===== src/rtl/go_get_put_monitor.sv =====
// Multi-channel monitor for: go ##1 get[*GET_REPS] |-> (!stop throughout put[->PUT_GOALS]).
// Optional obligation timeout is built only when GGP_MON_TIMEOUT_EN is defined.

module ggp_mon_chan #(
  parameter int GET_REPS  = 2,
  parameter int PUT_GOALS = 2,
  parameter int TIMEOUT   = 64
) (
  input  logic clk,
  input  logic rst,
  input  logic go,
  input  logic get,
  input  logic put,
  input  logic stop,
  output logic busy,
  output logic pass,
  output logic fail,
  output logic skip,
  output logic fail_set
);
  localparam int GW = (GET_REPS  > 1) ? $clog2(GET_REPS)  : 1;
  localparam int PW = (PUT_GOALS > 1) ? $clog2(PUT_GOALS) : 1;

  localparam logic [1:0] S_IDLE  = 2'd0;
  localparam logic [1:0] S_ANTE  = 2'd1;
  localparam logic [1:0] S_OBLIG = 2'd2;

  if (GET_REPS < 1 || PUT_GOALS < 1 || TIMEOUT < 1) begin : g_bad_param
    $error("ggp_mon_chan: GET_REPS, PUT_GOALS and TIMEOUT must all be >= 1");
  end

  logic [1:0]    state, state_d;
  logic [GW-1:0] gcnt, gcnt_d;
  logic [PW-1:0] pcnt, pcnt_d;
  logic          pass_d, skip_d;

`ifdef GGP_MON_TIMEOUT_EN
  localparam int TW = $clog2(TIMEOUT + 1);
  logic [TW-1:0] tcnt, tcnt_d;
`endif

  assign busy = (state != S_IDLE);

  always_comb begin
    state_d  = state;
    gcnt_d   = gcnt;
    pcnt_d   = pcnt;
    pass_d   = 1'b0;
    fail_set = 1'b0;
    // go is only accepted from IDLE, including the cycle an attempt resolves
    skip_d   = go && (state != S_IDLE);
`ifdef GGP_MON_TIMEOUT_EN
    tcnt_d   = tcnt;
`endif
    case (state)
      S_IDLE: begin
        if (go) begin
          state_d = S_ANTE;
          gcnt_d  = '0;
        end
      end
      S_ANTE: begin
        if (!get) begin
          state_d = S_IDLE;
        end else if (gcnt != GW'(GET_REPS - 1)) begin
          gcnt_d = gcnt + 1'b1;
        end else if (stop) begin
          // last get is also the first consequent cycle
          fail_set = 1'b1;
          state_d  = S_IDLE;
        end else if (put && (PUT_GOALS == 1)) begin
          pass_d  = 1'b1;
          state_d = S_IDLE;
        end else begin
          state_d = S_OBLIG;
          pcnt_d  = PW'(put);
`ifdef GGP_MON_TIMEOUT_EN
          tcnt_d  = '0;
`endif
        end
      end
      S_OBLIG: begin
        if (stop) begin
          fail_set = 1'b1;
          state_d  = S_IDLE;
        end else if (put && (pcnt == PW'(PUT_GOALS - 1))) begin
          pass_d  = 1'b1;
          state_d = S_IDLE;
        end else begin
          if (put) pcnt_d = pcnt + 1'b1;
`ifdef GGP_MON_TIMEOUT_EN
          if (tcnt == TW'(TIMEOUT - 1)) begin
            fail_set = 1'b1;
            state_d  = S_IDLE;
          end else begin
            tcnt_d = tcnt + 1'b1;
          end
`endif
        end
      end
      default: state_d = S_IDLE;
    endcase
  end

  always_ff @(posedge clk or posedge rst) begin
    if (rst) begin
      state <= S_IDLE;
      gcnt  <= '0;
      pcnt  <= '0;
      pass  <= 1'b0;
      fail  <= 1'b0;
      skip  <= 1'b0;
`ifdef GGP_MON_TIMEOUT_EN
      tcnt  <= '0;
`endif
    end else begin
      state <= state_d;
      gcnt  <= gcnt_d;
      pcnt  <= pcnt_d;
      pass  <= pass_d;
      fail  <= fail_set;
      skip  <= skip_d;
`ifdef GGP_MON_TIMEOUT_EN
      tcnt  <= tcnt_d;
`endif
    end
  end
endmodule

module go_get_put_monitor #(
  parameter int N_CH      = 4,
  parameter int GET_REPS  = 2,
  parameter int PUT_GOALS = 2,
  parameter int CNT_W     = 8,
  parameter int TIMEOUT   = 64
) (
  input  logic             clk,
  input  logic             rst,
  input  logic [N_CH-1:0]  go,
  input  logic [N_CH-1:0]  get,
  input  logic [N_CH-1:0]  put,
  input  logic [N_CH-1:0]  stop,
  output logic [N_CH-1:0]  busy,
  output logic [N_CH-1:0]  pass,
  output logic [N_CH-1:0]  fail,
  output logic [N_CH-1:0]  skip,
  output logic [CNT_W-1:0] fail_cnt
);
  localparam int NW = $clog2(N_CH + 1);
  localparam int SW = CNT_W + NW;
  localparam logic [CNT_W-1:0] CNT_MAX = {CNT_W{1'b1}};

  logic [N_CH-1:0] fail_set;
  logic [NW-1:0]   nfail;
  logic [SW-1:0]   sum;

  for (genvar i = 0; i < N_CH; i++) begin : g_ch
    ggp_mon_chan #(
      .GET_REPS (GET_REPS),
      .PUT_GOALS(PUT_GOALS),
      .TIMEOUT  (TIMEOUT)
    ) u_ch (
      .clk     (clk),
      .rst     (rst),
      .go      (go[i]),
      .get     (get[i]),
      .put     (put[i]),
      .stop    (stop[i]),
      .busy    (busy[i]),
      .pass    (pass[i]),
      .fail    (fail[i]),
      .skip    (skip[i]),
      .fail_set(fail_set[i])
    );
  end

  // counted from next-state fails so the count lands with the fail pulses
  always_comb begin
    nfail = '0;
    for (int i = 0; i < N_CH; i++) nfail = nfail + NW'(fail_set[i]);
    sum = SW'(fail_cnt) + SW'(nfail);
  end

  always_ff @(posedge clk or posedge rst) begin
    if (rst)                     fail_cnt <= '0;
    else if (sum > SW'(CNT_MAX)) fail_cnt <= CNT_MAX;
    else                         fail_cnt <= sum[CNT_W-1:0];
  end
endmodule


===== config.mk =====
export PLATFORM = sky130hd
export DESIGN_NAME = go_get_put_monitor
export DESIGN_NICKNAME = d
export VERILOG_FILES = /design/src/rtl/go_get_put_monitor.sv
export SDC_FILE = /design/constraint.sdc
export NUM_CORES = 1
export LEC_CHECK = 0
export ABC_AREA = 1
export BUFFER_PORTS_ARGS = -buffer_cell sky130_fd_sc_hd__buf_2
export CAP_MARGIN = 20
export CORE_MARGIN = 5
export CORE_UTILIZATION = 60
export CTS_CLUSTER_SIZE = 10
export DETAILED_ROUTE_END_ITERATION = 6
export PLACE_DENSITY = 0.85
export SKIP_LAST_GASP = 1
export SLEW_MARGIN = 20
export SYNTH_ARGS = -nofsm -noshare
export SYNTH_HDL_FRONTEND = slang
export SYNTH_HIERARCHICAL = 1
export SYNTH_SLANG_ARGS = --single-unit

===== constraint.sdc =====
create_clock -name clk -period 5.1 [get_ports clk]
set_input_delay 1.02 -clock clk [delete_from_list [all_inputs] [get_ports clk]]
set_output_delay 1.02 -clock clk [all_outputs]
set_load 0.05 [all_outputs]

### Yosys cells after proc, flatten, opt, wreduce, memory -nomap -nowiden

Cells that the tools add are included.

* output and inout bits: 24
* logic and storage cells: 219
* bits of input ports: 18
* register bits after elaboration: 36

* $add $sub $neg: 12
* $lt $le $gt $ge: 1
* eq/ne operators: 44
* multiplexer cells: 101
* reduce and logical (&&, ||, !) cells: 36

Operators by type and width (number)
* $mux W1: 60
* $mux W2: 24
* $ne A2 B2 Y1 const B: 24
* $reduce_and A7 Y1: 4
* $ne A3 B2 Y1 const B: 8
* $pmux W1 S2: 12
* $pmux W2 S3: 4
* $reduce_and A3 Y1: 8
* $reduce_bool A2 Y1: 12
* $add A8 B3 Y9: 1
* $gt A9 B8 Y1 const B: 1
* $add A1 B1 Y1 const B: 8
* $eq A2 B1 Y1 const B: 4
* $eq A2 B2 Y1 const B: 4
* $logic_and A1 B1 Y1: 8
* $logic_not A2 Y1: 4
* $mux W8: 1
* $ne A2 B1 Y1 const B: 4
* $add A2 B1 Y3: 1
* $add A3 B1 Y3: 1
* $add A1 B1 Y2: 1

### Depth between registers and ports, before layout

Gate-level depths: netlist of the first run.

* word-level depth: 10
* depth in mapped cells: 15
* gate-level depth less buffers: 15

### Hierarchy

The synthesis of the first run kept the hierarchy.

By module, submodules not included
* ggp_mon_chan: area an instance 461.7 sq um, cells each 60, instances 4, sequential area each 175.2 sq um
* go_get_put_monitor: area an instance 491.7 sq um, cells each 57, instances 1, sequential area each 200.2 sq um

### Least setup slack after synthesis of the first run

Ideal clock, no wire load.

* path kind: input port to flip-flop
* start point: input port get[0]
* end point: register fail_cnt[7]
* arrival: 2.810 ns
* buffers on the path: 0
* data required time: 4.980 ns
* cell stages on the path: 13
* setup time: 0.120 ns
* slack: 2.170 ns
* path through: nand3_1 -> a21oi_1 -> fa_1 -> inv_1 -> fa_1 -> inv_1 -> fa_1 -> nand2_2 -> inv_1 -> nand2_1 -> nand2_1 -> nor2_1 -> nor2_1

* longest elaborated chain between the ends: 8

Ends and longest elaborated chain
* start: declaration: line 140 `input logic [N_CH-1:0] get,`
* $mux W1 *: line 63 `if (!get) begin`
* $pmux W1 S2 *: line 55 `case (state)`
* named net fail_set[0]: line 153 `logic [N_CH-1:0] fail_set;`
* $add A1 B1 Y2 *: line 180 `for (int i = 0; i < N_CH; i++) nfail = nfail + NW'(fail_set[i]);`
* $add A2 B1 Y3 *: line 180
* $add A3 B1 Y3 *: line 180
* $add A8 B3 Y9 *: line 181 `sum = SW'(fail_cnt) + SW'(nfail);`
* $gt A9 B8 Y1: line 186 `else if (sum > SW'(CNT_MAX)) fail_cnt <= CNT_MAX;`
* $mux W8 *: line 186
* end signal: assignment: line 187 `else fail_cnt <= sum[CNT_W-1:0];`
* end: declaration: line 147 `output logic [CNT_W-1:0] fail_cnt`

The timed path passes the listed nets; every way through them passes the cells marked *.
A chain may end at the register's enable or synchronous reset.

### Final worst setup path of the first run

Same ends and word-level chain as after synthesis.

==> results of run 1 <==
## layer usage
metal	track usage (%)	wire length, um
met1	23.6	1960
met2	33.6	2260
met3	4.29	267
met4	5.53	36
met5	0	0
## report_power, final
part	total (W)	leakage (nW)	internal, W	switching (W)
logic	0.000849	0.995	0.000259	0.000589
registers	0.000461	0.465	0.000378	0.0000826
clock network	0.000270	0.0645	0.000172	0.0000977
## path summary, 6_finish.rpt
kind                            slack (ns)                         startpoint                             to  cells after the start
worst max-delay path                  2.14                             get[0]          fail_cnt[7]$_DFF_PP0_                     14
worst min register to register        0.50      g_ch[2].u_ch/pcnt$_DFFE_PP0P_  g_ch[2].u_ch/pcnt$_DFFE_PP0P_                      2
min in group asynchronous             0.71                                rst    g_ch[3].u_ch/skip$_DFF_PP0_                      2
max in group asynchronous             4.12                                rst          fail_cnt[7]$_DFF_PP0_                      2
worst min-delay path                  0.50      g_ch[2].u_ch/pcnt$_DFFE_PP0P_  g_ch[2].u_ch/pcnt$_DFFE_PP0P_                      2
worst max register to register        2.22  g_ch[0].u_ch/state[0]$_DFFE_PP0P_          fail_cnt[7]$_DFF_PP0_                     15
## kinds of logic after synthesis
logic type	Yosys count
and+or+nand+nor	151
buffers and inverters	59
AOI/OAI and AO/OA	27
DFF	36
adders and majority gates	24
## cell type report
class,instances,area (um2),share of cell area [%]
flip-flops and latches,36,901,33.0
multi-input cells,202,1220,44.5
clock buffers,7,96.3,3.53
clock inverters,1,30.0,1.10
inverters,59,221,8.11
repair buffers,41,205,7.52
well taps,48,60.1,2.20
## sequential cells by signal, summed over array words and instances, names as in the netlist
register         flops
fail_cnt             8
g_ch.u_ch/state      8
g_ch.u_ch/fail       4
g_ch.u_ch/gcnt       4
g_ch.u_ch/pass       4
g_ch.u_ch/pcnt       4
g_ch.u_ch/skip       4
## stage by stage
stage	instances	setup WS, ns	cell area, um2
after floorplan	297	2.17	2340
after global placement	386	1.95	2600
after detailed placement	386	1.88	2600
after CTS	394	2.13	2730
after global routing	394	1.93	2730
final	394	2.14	2730
## Yosys cell counts
cell type	n	area, um2
nand3_1	13	65.1
nand4_1	8	50.1
nor3_1	4	20.0
a21oi_1	5	25.0
nor2_4	5	56.3
inv_1	51	191
nor2_2	4	25.0
nand4_4	1	21.3
o211ai_1	4	30.0
o21ai_2	1	8.76
fa_1	3	60.1
inv_2	8	30.0
nand3_2	9	90.1
o21ai_1	12	60.1
nand2_2	5	31.3
dfrtp_1	36	901
o21bai_1	1	7.51
ha_1	21	263
o21ai_0	4	20.0
nor2_1	16	60.1
nand2_1	86	323
## worst max-delay path: stages
cell and delay [ns]:
buf_2 0.14, nand3_1 0.09, a21oi_1 0.23, fa_1 0.46, inv_1 0.08, fa_1 0.15, inv_1 0.06, fa_1 0.41
nand2_2 0.12, inv_1 0.08, nand2_1 0.08, nand2_1 0.06, nor2_1 0.10, nor2_1 0.05
==> out/qor.csv, run 1 <==
stage,metric,value,unit
status,status,finished clean,
sta,whs,0.496,ns
placement,gp_congestion,0.894,
pwr,p_leak,1.52,nW
sta,rsz0062_at_grt,no,
final_layout,antenna_cells,0,
sta,worst_slew_pin_slew,0.330,ns
clock_network,ctsHoldBuffers,0,
floorplan,fp-row-count,22,
routing,drc,0,
yosys,netlist-cell-type-count,21,
clock_network,clk_pin_slew,0.07,ns
min_path,hold_class,reg -> reg,
yosys,synth_area,2340,um2
setup_path,crit_type,in -> reg,
routing,routed_wl,4530,um
sta,maxSlewHeadroom,78.0,%
final_layout,fill_cells,294,
yosys,yosysWarnings,6,
clock_network,cts_buffers,5,
sta,skew,0.00542,ns
final_layout,final_cell_mix,"86 x nand2_1, 51 x inv_1, 41 x buf_2",
global_route,antenna_found_initial,0,
yosys,synth_compound_area_share,6.47,%
global_route,grt_pass1_wl,7960,um
floorplan,die_area,5250,um2
pwr,ir_worst_vdd,438,uV
yosys,ys_seq_elements,36,
global_route,grt_overflow,0,
floorplan,die_w,72.4,um
clock_network,cts.sinks,36,
placement,port_buffers,41,
clock_network,clockBufferDepth,2,
clock_network,htreeDepth,2,
sta,hold_viol,0,
floorplan,start_util,62.9,%
setup_path,crit_path_start_kind,primary input,
setup_path,arrival,3.13,ns
setup_path,critical_path.max_fanout,5,
yosys,postSynthAreaPerCell,7.87,um2
final_layout,nNetsFinal,387,
global_route,grt_pass1_vias,1890,
run,maxCapViolations,0,
sta,tns,0,ns
routing,firstDrtPassIters,4,
yosys,synth_nets,339,
routing,drtIter0Drc,59,
clock_network,ctsResizeCount,0,
pwr,power.total,0.00158,W
final_layout,final_layout_size_suffix_gt1_share,23.7,%
setup_path,worstPathRequired,5.27,ns
sta,setup_viol,0,
routing,vias,1934,
yosys,syn_inst,297,
floorplan,core,3720,um2
setup_path,worstSetupEndpointType,register,
routing,avgRoutedWirePerCell,11.5,um
yosys,synthAdderAreaFrac,13.8,%
routing,antenna_left,0,
final_layout,area_growth,16.7,%
yosys,synthMuxAreaShare,0,%
yosys,synth_xor_area_share,0,%
sta,fin_crit_sh,58.1,%
clock_network,cts-root-buf,clkbuf_8,
yosys,yosys.area_share.simple,31.7,%
placement,hpwl,3710,um
floorplan,io_pins,42,
clock_network,cts_tree,yes,
final_layout,final_common_cell,nand2_1,
yosys,ys_seq_area_share,38.5,%
sta,finalCriticalPeriod,2.96,ns
clock_network,clk-insertion-delay-late,0.28,ns
sta,fmax,0.338,GHz
routing,avgViaCountPerCell,4.91,
pwr,powerDensity,579,nW/um2
global_route,grt_max_degree,12,
floorplan,die_h,72.4,um
clock_network,cts_setup_buffers,0,
sta,slew_violations,0,
yosys,synth_top_family_by_area,simple AND/OR/NAND/NOR gates,
global_route,grt_usage,19.2,%
final_layout,fin_util,73.5,%
Power figures use the tool's default switching activity.
==> run 2, diff against run 1 <==
Settings changed: CORE_UTILIZATION 60 to 56, PLACE_DENSITY 0.85 to 0.8.
Clock period 5.1 ns to 2.95 ns, I/O delays scaled along.
==> run 2 against run 1 <==
  * Total power up 84%
  * Clock-buffer cell count down 2
  * Flip-flop and latch count unchanged
  * Die area up 6.1%
  * Critical path type is now reg -> reg
  * Critical endpoint is now fail_cnt[6]$_DFF_PP0_
  * Highest routed layer unchanged
==> out/qor.csv, run 2 (synthesis gave the netlist of run 1 again) <==
stage,metric,value,unit
sta,slew_violations,0,
floorplan,die_h,74.6,um
setup_path,path_cells,"inv_1, ha_1, nand2_1, a21oi_2, fa_1, inv_1, fa_1, inv_1, fa_1, nand2_2, nor2_4, nand3_1, nand2_1, nand2_1",
placement,port_buffers,41,
final_layout,seq_area,901,um2
routing,avgRoutedWirePerCell,12.4,um
clock_network,clk_pin_slew,0.08,ns
status,status,finished clean,
setup_path,max_stage_delay,0.50,ns
routing,drtIter0Drc,96,
setup_path,slowest_stage,fa_1,
placement,gp_congestion,0.859,
final_layout,final_common_cell,nand2_1,
sta,tns,0,ns
pwr,p_leak,1.54,nW
sta,worst_slew_pin_slew,0.314,ns
sta,skew,0.00683,ns
final_layout,final_cell_mix,"86 x nand2_1, 50 x inv_1, 41 x buf_2",
global_route,grt_pass1_wl,8510,um
min_path,hold_class,in -> async,
sta,fin_crit_sh,93.5,%
final_layout,fin_util,68.9,%
final_layout,antenna_cells,0,
floorplan,fp-row-count,23,
placement,hpwl,3870,um
global_route,grt_usage,19.7,%
clock_network,ctsHoldBuffers,0,
placement,dp_cells,388,
setup_path,worstPathRequired,3.14,ns
sta,finalCriticalPeriod,2.76,ns
final_layout,largestRegisters,"fail_cnt (8), g_ch.u_ch/state (8)",
sta,setup_viol,0,
global_route,grt.met1_usage,24.8,%
routing,antenna_left,0,
pwr,ir_worst_vdd,682,uV
run,maxCapViolations,0,
global_route,grt_overflow,0,
clock_network,htreeDepth,2,
floorplan,io_pins,42,
final_layout,nNetsFinal,387,
setup_path,worstSetupEndpointType,register,
final_layout,final_cells,396,
global_route,grtUsageMet3,4.27,%
floorplan,die_area,5570,um2
floorplan,start_util,58.0,%
sta,rsz0062_at_grt,no,
pwr,powerDensity,1050,nW/um2
final_layout,area_growth,18.8,%
global_route,antenna_found_initial,0,
clock_network,cts_setup_buffers,0,
global_route,busiest_layer,met2,
floorplan,die_w,74.6,um
routing,drc,0,
clock_network,cts_buffers,5,
global_route,grt_pass1_vias,1976,
final_layout,multi_input_area,1230,um2
final_layout,fill_cells,325,
sta,fmax,0.362,GHz
clock_network,cts_tree,yes,
sta,hold_viol,0,
routing,routed_wl,4900,um
setup_path,arrival,2.95,ns
routing,avgViaCountPerCell,4.99,
routing,firstDrtPassIters,4,
global_route,grt_max_degree,13,
setup_path,critical_path.max_fanout,4,
clock_network,clockBufferDepth,2,
global_route,grt_util_met2,33.6,%
routing,vias,1976,
floorplan,core,4030,um2
setup_path,crit_path_start_kind,register,
clock_network,cts-root-buf,clkbuf_8,
clock_network,cts.sinks,36,
final_layout,final_layout_size_suffix_gt1_share,25.1,%
setup_path,crit_type,reg -> reg,
clock_network,clk-insertion-delay-late,0.29,ns
sta,maxSlewHeadroom,79.1,%
-- run 2: through the flow --
step | total power [W] | cell area [um2] | setup WS, ns | hold WS, ns
6_report | 0.00291 | 2780 | 0.190 | 0.279
5_1_grt | 0.00313 | 2780 | 0.00650 | 0.298
4_1_cts | 0.00291 | 2770 | 0.0763 | 0.278
3_5_place_dp | 0.00229 | 2610 | 0.0957 | 0.491
3_3_place_gp | 0.00224 | 2610 | 0.236 | 0.480
2_1_floorplan | 0.00195 | 2340 | 0.326 | 0.393
-- run 2: worst paths after layout --
check / start / endpoint / slack [ns] / cells after the start
worst min register to register: g_ch[2].u_ch/pcnt$_DFFE_PP0P_ / g_ch[2].u_ch/pcnt$_DFFE_PP0P_ / 0.50 / 2
min in group clk: g_ch[2].u_ch/pcnt$_DFFE_PP0P_ / g_ch[2].u_ch/pcnt$_DFFE_PP0P_ / 0.50 / 2
worst max-delay path: g_ch[0].u_ch/state[0]$_DFFE_PP0P_ / fail_cnt[6]$_DFF_PP0_ / 0.19 / 14
max in group asynchronous: rst / fail_cnt[3]$_DFF_PP0_ / 2.42 / 2
worst min-delay path: rst / g_ch[2].u_ch/state[1]$_DFFE_PP0P_ / 0.28 / 2
worst max register to register: g_ch[0].u_ch/state[0]$_DFFE_PP0P_ / fail_cnt[6]$_DFF_PP0_ / 0.19 / 14
-- run 2: timing repair --
| item | 4_1_cts | 5_1_grt |
|---|---|---|
| endpoints found under the setup margin | 0 | 7 |
| gates resized for setup | 0 | 5 |
| hold endpoints to repair | 0 | 0 |
-- run 2: worst max-delay path: cells and delay by family (launching register included) --
kind                     cells  cell delay [ns]
flip-flops                   1             0.41
AO/OA/AOI/OAI                1             0.06
AND/OR/NAND/NOR              6             0.56
adder cells (fa/ha/maj)      4             1.36
buffers and inverters        3             0.25
-- run 2: power by group --
part / switching [W] / total (W) / internal (W)
clock: 0.000181 / 0.000603 / 0.000423
sequential: 0.000147 / 0.000801 / 0.000654
combinational: 0.00104 / 0.00150 / 0.000456
total: 0.00137 / 0.00291 / 0.00153
-- run 2: layer usage --
metal / wire, um / share of wire, % / up-vias
li1: - / - / 1019
met1: 2230 / 45 / 911
met2: 2400 / 49 / 38
met3: 209 / 4.3 / 8
met4: 64 / 1.3 / 0
met5: 0 / 0 / -
-- run 2: final cells by class --
type	instances	area share [%]
Tap cell	50	2.25
Timing Repair Buffer	41	7.39
Inverter	59	7.97
Clock buffer	5	2.48
Sequential cell	36	32.4
Clock inverter	3	3.24
Multi-Input combinational cell	202	44.2
==> run 3, diff against run 2 <==
==> constraint.sdc (replaced) <==
create_clock -name clk -period 2.95 [get_ports clk]
set_input_delay 0.4425 -clock clk [delete_from_list [all_inputs] [get_ports clk]]
set_output_delay 0.4425 -clock clk [all_outputs]
set_load 0.05 [all_outputs]
==> run 3 against run 2 <==
  * Design area down 2.5%
  * Combinational power about the same
  * Critical path type unchanged
  * Non-clock buffer count unchanged
  * Worst setup slack better by 0.0077 ns
==> out/qor.csv, run 3 (synthesis gave the netlist of run 1 again) <==
stage,metric,value,unit
status,status,finished clean,
final_layout,final_common_cell,nand2_1,
global_route,antenna_found_initial,0,
clock_network,clk_pin_slew,0.07,ns
pwr,power.total,0.00267,W
final_layout,final_cell_mix,"86 x nand2_1, 51 x inv_1, 41 x buf_2",
final_layout,final_layout_size_suffix_gt1_share,24.3,%
final_layout,area_growth,15.8,%
sta,fmax,0.363,GHz
placement,port_buffers,41,
sta,maxSlewHeadroom,78.4,%
sta,tns,0,ns
placement,hpwl,3980,um
routing,drc,0,
clock_network,clk-insertion-delay-late,0.29,ns
routing,vias,2027,
sta,skew,0.00341,ns
global_route,grt_max_degree,11,
routing,antenna_left,0,
sta,fin_crit_sh,93.3,%
clock_network,htreeDepth,2,
min_path,hold_class,in -> async,
setup_path,worstPathRequired,3.13,ns
setup_path,regToRegSetupSlack,0.20,ns
final_layout,antenna_cells,0,
floorplan,start_util,58.0,%
sta,fin_ws,0.198,ns
pwr,ir_worst_vdd,595,uV
floorplan,core,4030,um2
global_route,grt_overflow,0,
sta,finalCriticalPeriod,2.75,ns
routing,routed_wl,5010,um
floorplan,io_pins,42,
run,maxCapViolations,0,
final_layout,fill_cells,354,
clock_network,clockBufferDepth,2,
placement,pre_cts_ws,0.150,ns
sta,worst_slew_pin_slew,0.324,ns
sta,hold_viol,0,
final_layout,seq_area,901,um2
setup_path,worstSetupEndpointType,register,
pwr,p_leak,1.50,nW
setup_path,r2r-end,fail_cnt[7]$_DFF_PP0_,
setup_path,crit_path_start_kind,register,
clock_network,cts_tree,yes,
global_route,grt_usage,19.8,%
setup_path,arrival,2.93,ns
floorplan,die_area,5570,um2
floorplan,fp-row-count,23,
global_route,grt_pass1_vias,1982,
floorplan,die_h,74.6,um
floorplan,die_w,74.6,um
clock_network,cts.sinks,36,
setup_path,crit_type,reg -> reg,
final_layout,largestRegisters,"fail_cnt (8), g_ch.u_ch/state (8)",
sta,whs,0.130,ns
placement,gp_congestion,0.840,
clock_network,cts_setup_buffers,0,
setup_path,worstReg2RegStart,g_ch[2].u_ch/state[0]$_DFFE_PP0P_,
pwr,powerDensity,986,nW/um2
routing,firstDrtPassIters,5,
setup_path,critical_path.max_fanout,4,
final_layout,nNetsFinal,387,
clock_network,cts_buffers,5,
setup_path,ff2ff_path_depth,15,
clock_network,cts-root-buf,clkbuf_8,
routing,drtIter0Drc,124,
final_layout,multi_input_area,1230,um2
routing,avgViaCountPerCell,5.12,
sta,slew_violations,0,
sta,setup_viol,0,
sta,rsz0062_at_grt,no,
routing,avgRoutedWirePerCell,12.6,um
global_route,grt_pass1_wl,8540,um
-- run 3: changes by cell type in the layout (fill, tap and decap cells not counted), sizes merged --
cell / change
bufinv: -3
clkbuf: +3
-- run 3: worst max-delay path, cell delays in order, from the launching register on --
cell	delay [ns]
dfrtp_1	0.42
inv_1	0.14
ha_2	0.24
inv_1	0.09
a21oi_2	0.18
fa_1	0.43
inv_1	0.08
fa_1	0.15
inv_1	0.06
fa_1	0.40
nand2_2	0.12
inv_1	0.07
nand2_1	0.07
nand2_1	0.05
nor2_1	0.09
nor2_1	0.05
-- run 3: metal layers --
metal	track usage (%)	routed length [um]	up-vias
met5	0	0	-
met4	5.34	53	0
met3	5.74	292	6
met2	33.3	2530	66
met1	25.0	2140	933
li1	-	-	1022
-- run 3: worst max path at each step --
stage / start / to / slack [ns] / depth (start not counted)
finish: g_ch[2].u_ch/state[0]$_DFFE_PP0P_ / fail_cnt[7]$_DFF_PP0_ / 0.20 / 15
global placement: g_ch[0].u_ch/state[0]$_DFFE_PP0P_ / fail_cnt[7]$_DFF_PP0_ / 0.25 / 15
CTS: g_ch[2].u_ch/state[0]$_DFFE_PP0P_ / fail_cnt[7]$_DFF_PP0_ / 0.12 / 15
floorplan: g_ch[0].u_ch/state[0]$_DFFE_PP0P_ / fail_cnt[7]$_DFF_PP0_ / 0.33 / 15
detailed placement: g_ch[2].u_ch/state[0]$_DFFE_PP0P_ / fail_cnt[7]$_DFF_PP0_ / 0.15 / 15
global route: g_ch[0].u_ch/state[0]$_DFFE_PP0P_ / fail_cnt[3]$_DFF_PP0_ / 0.009 / 13
-- run 3: power by group --
group	leakage, nW	total (W)	internal, W	switching (W)
logic	0.991	0.00151	0.000456	0.00106
clock network	0.0455	0.000357	0.000190	0.000166
registers	0.465	0.000802	0.000654	0.000147
total	1.50	0.00267	0.00130	0.00137
-- run 3: layout make-up --
cell class | count | share of cell area (%)
flip-flops and latches | 36 | 33.3
repair buffers | 41 | 7.58
clock buffers | 8 | 3.33
inverters | 59 | 8.18
well taps | 50 | 2.31
multi-input cells | 202 | 45.4
-- run 3: stage by stage --
stage,util [%],cell area [um2],instances
final,67.2,2710,396
after floorplan,-,2340,297
after global routing,67.2,2710,396
after CTS,66.9,2700,396
after detailed placement,64.7,2610,388
after global placement,64.7,2610,388
-- run 3: what timing repair did --
item	CTS	global route
endpoints found under the setup margin	0	3
endpoints found under the hold margin	0	0
gates resized for setup	0	4
hold buffers	0	0
